==> config.mk <==
export PLATFORM = sky130hd
export DESIGN_NAME = booth_pp_stage_flat
export DESIGN_NICKNAME = d
export VERILOG_FILES = /design/src/rtl/booth_pp_stage_pkg.sv /design/src/rtl/booth_pp_stage_if.sv /design/src/rtl/booth_pp_stage_booth_sel.sv /design/src/rtl/booth_pp_stage.sv /design/src/flat_wrapper.sv
export SDC_FILE = /design/constraint.sdc
export NUM_CORES = 2
export LEC_CHECK = 0
export ABC_AREA = 1
export BUFFER_PORTS_ARGS = -buffer_cell sky130_fd_sc_hd__buf_2
export CAP_MARGIN = 40
export CORE_AREA = 2 2 453 455
export DETAILED_ROUTE_END_ITERATION = 16
export DIE_AREA = 0 0 455 457
export PLACE_DENSITY_LB_ADDON = 0.08
export SLEW_MARGIN = 20
export SYNTH_ARGS = -nofsm -noshare
export SYNTH_HDL_FRONTEND = slang
export SYNTH_SLANG_ARGS = --single-unit
==> constraint.sdc <==
create_clock -name clk -period 23.1 [get_ports clk]
set_input_delay 0 -clock clk [delete_from_list [all_inputs] [get_ports clk]]
set_output_delay 0 -clock clk [all_outputs]
set_load 0.03 [all_outputs]
==> src/rtl/booth_pp_stage_pkg.sv <==
// Shared constants and Booth select encoding for the 32x32 multiplier front end.
package booth_pp_stage_pkg;

  localparam int unsigned XLEN = 32;
  localparam int unsigned NPP  = XLEN / 2 + 1;
  localparam int unsigned PW   = 2 * XLEN;

  typedef enum logic [2:0] {
    BOOTH_ZERO = 3'd0,
    BOOTH_POS1 = 3'd1,
    BOOTH_POS2 = 3'd2,
    BOOTH_NEG1 = 3'd3,
    BOOTH_NEG2 = 3'd4
  } booth_sel_e;

  // Group bits are {b[2i+1], b[2i], b[2i-1]}.
  function automatic booth_sel_e booth_decode(input logic [2:0] grp);
    booth_sel_e sel;
    case (grp)
      3'b001, 3'b010: sel = BOOTH_POS1;
      3'b011:         sel = BOOTH_POS2;
      3'b100:         sel = BOOTH_NEG2;
      3'b101, 3'b110: sel = BOOTH_NEG1;
      default:        sel = BOOTH_ZERO;
    endcase
    return sel;
  endfunction

endpackage

==> src/rtl/booth_pp_stage_if.sv <==
// Operand/column handshake bundle between the issue side, the PP stage and the tree array.
interface booth_pp_stage_if;
  import booth_pp_stage_pkg::*;

  logic                in_valid;
  logic                in_ready;
  logic                in_signed;
  logic [XLEN-1:0]     in_a;
  logic [XLEN-1:0]     in_b;
  logic                out_valid;
  logic                out_ready;
  logic [PW*NPP-1:0]   out_col;
  logic [NPP-1:0]      out_neg;

  modport slave (
    input  in_valid, in_signed, in_a, in_b, out_ready,
    output in_ready, out_valid, out_col, out_neg
  );

  modport master (
    output in_valid, in_signed, in_a, in_b, out_ready,
    input  in_ready, out_valid, out_col, out_neg
  );

endinterface

==> src/rtl/booth_pp_stage_booth_sel.sv <==
// One radix-4 Booth partial-product row: select 0/+-A/+-2A, shift into place, invert if negative.
module booth_sel
  import booth_pp_stage_pkg::*;
#(
  parameter int unsigned SHIFT = 0
) (
  input  logic [2:0]    grp,
  input  logic [PW-1:0] a64,
  output logic [PW-1:0] pp,
  output logic          neg
);

  booth_sel_e    sel;
  logic [PW-1:0] mag;
  logic [PW-1:0] x;

  always_comb begin
    sel = booth_decode(grp);
    mag = '0;
    neg = 1'b0;
    case (sel)
      BOOTH_POS1: mag = a64;
      BOOTH_POS2: mag = a64 << 1;
      BOOTH_NEG1: begin mag = a64;      neg = 1'b1; end
      BOOTH_NEG2: begin mag = a64 << 1; neg = 1'b1; end
      default:    mag = '0;
    endcase
    x  = mag << SHIFT;
    // Full-width inversion; the +1 travels separately as neg at weight 2^0.
    pp = neg ? ~x : x;
  end

endmodule

==> src/rtl/booth_pp_stage.sv <==
// Booth partial-product stage: operand register, 17 Booth rows, column transpose, PP register.
module booth_pp_stage
  import booth_pp_stage_pkg::*;
(
  input  logic              clk,
  input  logic              rst,
  input  logic              flush,
  booth_pp_stage_if.slave   bus
);

  logic                      s1_valid;
  logic                      s1_signed;
  logic [XLEN-1:0]           s1_a;
  logic [XLEN-1:0]           s1_b;
  logic                      s2_valid;
  logic [PW*NPP-1:0]         s2_col;
  logic [NPP-1:0]            s2_neg;

  logic                      s2_adv;
  logic                      s1_adv;
  logic                      accept;
  logic                      s1_move;

  logic [PW-1:0]             a64;
  logic                      b_ext;
  logic [2*NPP:0]            b35;
  logic [NPP-1:0][PW-1:0]    pp;
  logic [NPP-1:0]            neg;
  logic [PW*NPP-1:0]         col;

  assign s2_adv       = !s2_valid || bus.out_ready;
  assign s1_adv       = !s1_valid || s2_adv;
  assign bus.in_ready = s1_adv && !flush;
  assign accept       = bus.in_valid && bus.in_ready;
  assign s1_move      = s1_valid && s2_adv;

  assign bus.out_valid = s2_valid;
  assign bus.out_col   = s2_col;
  assign bus.out_neg   = s2_neg;

  assign a64   = s1_signed ? {{XLEN{s1_a[XLEN-1]}}, s1_a} : {{XLEN{1'b0}}, s1_a};
  assign b_ext = s1_signed & s1_b[XLEN-1];
  // Bit 0 is b[-1]; group g then sits at b35[2g+2:2g].
  assign b35   = {b_ext, b_ext, s1_b, 1'b0};

  for (genvar g = 0; g < NPP; g++) begin : g_row
    booth_sel #(.SHIFT(2 * g)) u_sel (
      .grp (b35[2*g +: 3]),
      .a64 (a64),
      .pp  (pp[g]),
      .neg (neg[g])
    );
  end

  always_comb begin
    col = '0;
    for (int unsigned i = 0; i < PW; i++) begin
      for (int unsigned j = 0; j < NPP; j++) begin
        col[i*NPP + j] = pp[j][i];
      end
    end
  end

  always_ff @(posedge clk or posedge rst) begin
    if (rst) begin
      s1_valid  <= 1'b0;
      s1_signed <= 1'b0;
      s1_a      <= '0;
      s1_b      <= '0;
      s2_valid  <= 1'b0;
      s2_col    <= '0;
      s2_neg    <= '0;
    end else begin
      if (flush) begin
        s1_valid <= 1'b0;
        s2_valid <= 1'b0;
      end else begin
        s1_valid <= accept || (s1_valid && !s2_adv);
        if (s2_adv) s2_valid <= s1_valid;
      end
      if (accept) begin
        s1_signed <= bus.in_signed;
        s1_a      <= bus.in_a;
        s1_b      <= bus.in_b;
      end
      if (s1_move) begin
        s2_col <= col;
        s2_neg <= neg;
      end
    end
  end

endmodule

==> src/flat_wrapper.sv <==
// flat-port wrapper written by rule: the top's interface ports become plain ports
module booth_pp_stage_flat import booth_pp_stage_pkg::*;
  (clk, rst, flush, bus_in_valid, bus_in_signed, bus_in_a, bus_in_b, bus_out_ready, bus_in_ready, bus_out_valid, bus_out_col, bus_out_neg);
  booth_pp_stage_if bus_i ();
  input  logic clk;
  input  logic rst;
  input  logic flush;
  input wire logic [$bits(bus_i.in_valid)-1:0] bus_in_valid;
  input wire logic [$bits(bus_i.in_signed)-1:0] bus_in_signed;
  input wire logic [$bits(bus_i.in_a)-1:0] bus_in_a;
  input wire logic [$bits(bus_i.in_b)-1:0] bus_in_b;
  input wire logic [$bits(bus_i.out_ready)-1:0] bus_out_ready;
  output wire logic [$bits(bus_i.in_ready)-1:0] bus_in_ready;
  output wire logic [$bits(bus_i.out_valid)-1:0] bus_out_valid;
  output wire logic [$bits(bus_i.out_col)-1:0] bus_out_col;
  output wire logic [$bits(bus_i.out_neg)-1:0] bus_out_neg;
  assign bus_i.in_valid = bus_in_valid;
  assign bus_i.in_signed = bus_in_signed;
  assign bus_i.in_a = bus_in_a;
  assign bus_i.in_b = bus_in_b;
  assign bus_i.out_ready = bus_out_ready;
  assign bus_in_ready = bus_i.in_ready;
  assign bus_out_valid = bus_i.out_valid;
  assign bus_out_col = bus_i.out_col;
  assign bus_out_neg = bus_i.out_neg;
  booth_pp_stage u_core (.clk(clk), .rst(rst), .flush(flush), .bus(bus_i));
endmodule
==> run metrics <==
WP data arrival=4.71 ns; crit-path cells=dlygate4sd3_1 > buf_2 > dlygate4sd3_1 > inv_8 > buf_4 > buf_16 > buf_4 > buf_4 > buf_4 > buf_16; Peak VDD IR=0.0661 mV; Post-Route M1 WL=117 mm; core area=203000 um^2; Req. time, crit path=approximately 24 ns; status=finished, final reports clean; CTS tree=built; DP Cell Count=9257; Crit path top cell by count=buf_4; CP max-delay cell=buf_4; share of cells above drive strength 1=23.3%; maxcap violations=0; Power Density=128 nW/um^2; Avg Vias per Cell=4.79; largest cells by area after synthesis=dfrtp_1, nand2_1, nand3_1, buf_4, buf_2; router iterations before antenna repair=6; Worst Clk Skew=0.0475 ns; Synth Cell Area=42300 um^2; Vias=45700; CP endpoint kind=asynchronous set/reset pin; FF-to-FF Start=u_core.bus.out_valid$_DFFE_PP0P_; simple-gate area share of the yosys netlist=between 40% and 50%; final hold viol count=0; pin count of the biggest net entering global routing=135; Post-Synth Adder-Cell Area=0%; Max Used Layer=met5; WL/cell=28.8 um; Final Setup Violations=0; Gate Count Post-Synth=6282; Fmax=0.262 GHz; Synth Area in XOR/XNOR=less than 1%; # fillers=22400; Crit Path Max Fanout=91; Die Ht=between 400 and 500 um; average size of a mapped cell=6.74 um^2; Worst R2R End=u_core.bus.out_col[623]$_DFFE_PP0P_; DR WL met2=130 mm; clk root buf=clkbuf_16; r2r worst-path depth=10; syn_nets=6352; share of the synthesized area in the top cell type=39.0%; Total Wirelength=275 mm; Worst Hold Class=primary input to flop; Yosys top cell by area=dfrtp_1; Worst slew margin=~36%; DRT iter0 DRCs=4745; post-synthesis to final-layout area growth=23.1%; Inserted Clock Buffers=93; Worst Hold Depth=4; length of routed met3 wiring=17.2 mm; Min Clock Period, post-route=3.82 ns; H-tree depth=3; post-synthesis sequential area ratio=around two fifths; hold path start=bus_in_a[10]; DRC=0; Post-DRT Antenna Nets=0; flop2flop setup slack=19.33 ns; vias in the first global route=41700; Site Rows=166; main combinational cell family by area after synthesis=simple AND/OR/NAND/NOR gates; Skew-Pair Late Insertion Delay=0.76 ns; multiplexer share of the synthesized area=0%; Worst path max stage delay=about 0.66 ns; first-pass GRT wire length=369 mm; die area=208000 um^2; Synth Warn #=0; final critical-path share of the clock period=16.5%; Clock Sinks=660; Synth Register Bits=660; Ports=1177; CP Class=primary input to asynchronous set/reset pin; GRT overflow=0; initial core utilization=20.8%; DP Wirelength=188 mm; Tot GR Track Use=around 26%; Layout Nets=6843; worst slew pin tran=0.963 ns; Leakage=28.3 nW; setup TNS=0 ns; # Post-CTS Setup Buffers=0; RSZ-0062 raised after global routing=no; Worst Hold Path EP=u_core.s1_a[10]$_DFFE_PP0P_; fin cells=9546; CTS Buffer Depth=3; port bufs=around 1200; Setup crit start kind=primary input; Final GP Congestion=0.793; post-synthesis cell type count=24; die width=455 um; Compound-Gate Fraction of Synth Area=3.52%; initial antenna violation count=18; clock slew at reported path FFs=0.06 ns; Slew Limit Fails=0
[logic make-up after synthesis]
group / after synthesis
and+or+nand+nor: 4189
buffers and inverters: 1121
DFF: 660
AOI/OAI and AO/OA: 289
xor gates and xnor gates: 23
[what timing repair did]
action | 4_1_cts | 5_1_grt
gates resized for setup | 0 | 0
hold buffers | 101 | 0
endpoints found under the hold margin | 178 | 0
[synth_stat cells]
cell type and n:
a21oi_1 65, dfrtp_1 660, nor2_4 1, a31oi_1 8, o21ai_0 182, nand2_1 2627, nor2_2 13, buf_2 312
inv_2 18, nand3_1 1422, nand4_1 11, o21ai_1 22, o21a_1 1, inv_1 81, nor3_1 1, o21ai_2 1
buf_1 19, xor2_1 23, nor2_1 114, buf_4 522, clkbuf_1 169, a21boi_0 1, a21oi_2 1, o211ai_1 8
[layout by cell type (no fill, tap or decap), drive strengths merged, types with 11 or more instances in the layout]
| master | netlist | routed |
|---|---|---|
| a21oi | 66 | 66 |
| buf | 853 | 1317 |
| clkbuf | 169 | 130 |
| clkinv | 0 | 30 |
| dfrtp | 660 | 660 |
| dlygate4sd3 | 0 | 101 |
| inv | 99 | 101 |
| nand2 | 2627 | 2627 |
| nand3 | 1422 | 1422 |
| nand4 | 11 | 11 |
| nor2 | 128 | 128 |
| o21ai | 205 | 205 |
| xor2 | 23 | 23 |
[report_power, final]
part           switching [mW]  internal (mW)
clock                   0.643          0.866
combinational            2.48          0.816
sequential              0.420           1.47
[critical path, delay by kind of cell]
kind | cells | cell delay, ns
buf+inv | 10 | 4.42
[state kept, by name, indices dropped and copies added (netlist names)]
| name | flops |
|---|---|
| u_core.s1_valid | 1 |
| u_core.s1_signed | 1 |
| u_core.bus.out_valid | 1 |
| u_core.bus.out_neg | 16 |
| u_core.s1_b | 32 |
| u_core.bus.out_col | 577 |
| u_core.s1_a | 32 |
[routing by layer]
metal / GRT usage, % / vias to the layer above
li1: - / 20800
met1: 33.5 / 22600
met2: 42.3 / 2044
met3: 4.24 / 319
met4: 8.71 / 2
met5: 0 / -
[cell type report]
class | count | area [um^2] | area share, %
diodes | 8 | 20.0 | 0.0384
clock buffers | 130 | 2670 | 5.12
clock inverters | 42 | 427 | 0.819
inverters | 99 | 392 | 0.751
multi-input cells | 4501 | 19700 | 37.8
flip-flops and latches | 660 | 16600 | 31.9
well taps | 2688 | 3360 | 6.45
repair buffers | 1418 | 8930 | 17.1
[worst max path at each step]
stage / start / to / cells past startpoint
floorplan: rst / u_core.bus.out_col[0]$_DFFE_PP0P_ / 1
global placement: u_core.bus.out_valid$_DFFE_PP0P_ / u_core.bus.out_col[402]$_DFFE_PP0P_ / 11
finish: rst / u_core.bus.out_col[549]$_DFFE_PP0P_ / 10
detailed placement: u_core.bus.out_valid$_DFFE_PP0P_ / u_core.bus.out_col[764]$_DFFE_PP0P_ / 8
CTS: rst / u_core.bus.out_col[549]$_DFFE_PP0P_ / 9
global route: rst / u_core.bus.out_col[617]$_DFFE_PP0P_ / 10
[per-stage QoR]
stage	worst slack (ns)	cell area [um^2]	hold slack, ns	power [mW]	utilization (%)
final	19.28	52100	0.0598	6.69	25.6
after global routing	18.87	52100	0.0490	7.05	25.6
after CTS	18.92	51900	0.00715	6.76	25.5
after detailed placement	19.15	47800	0.185	5.20	23.5
after global placement	18.17	46600	0.190	5.13	22.9
after floorplan	4.60	42300	0.0631	4.03	-
Note: power is estimated with default switching activity, not from simulation.
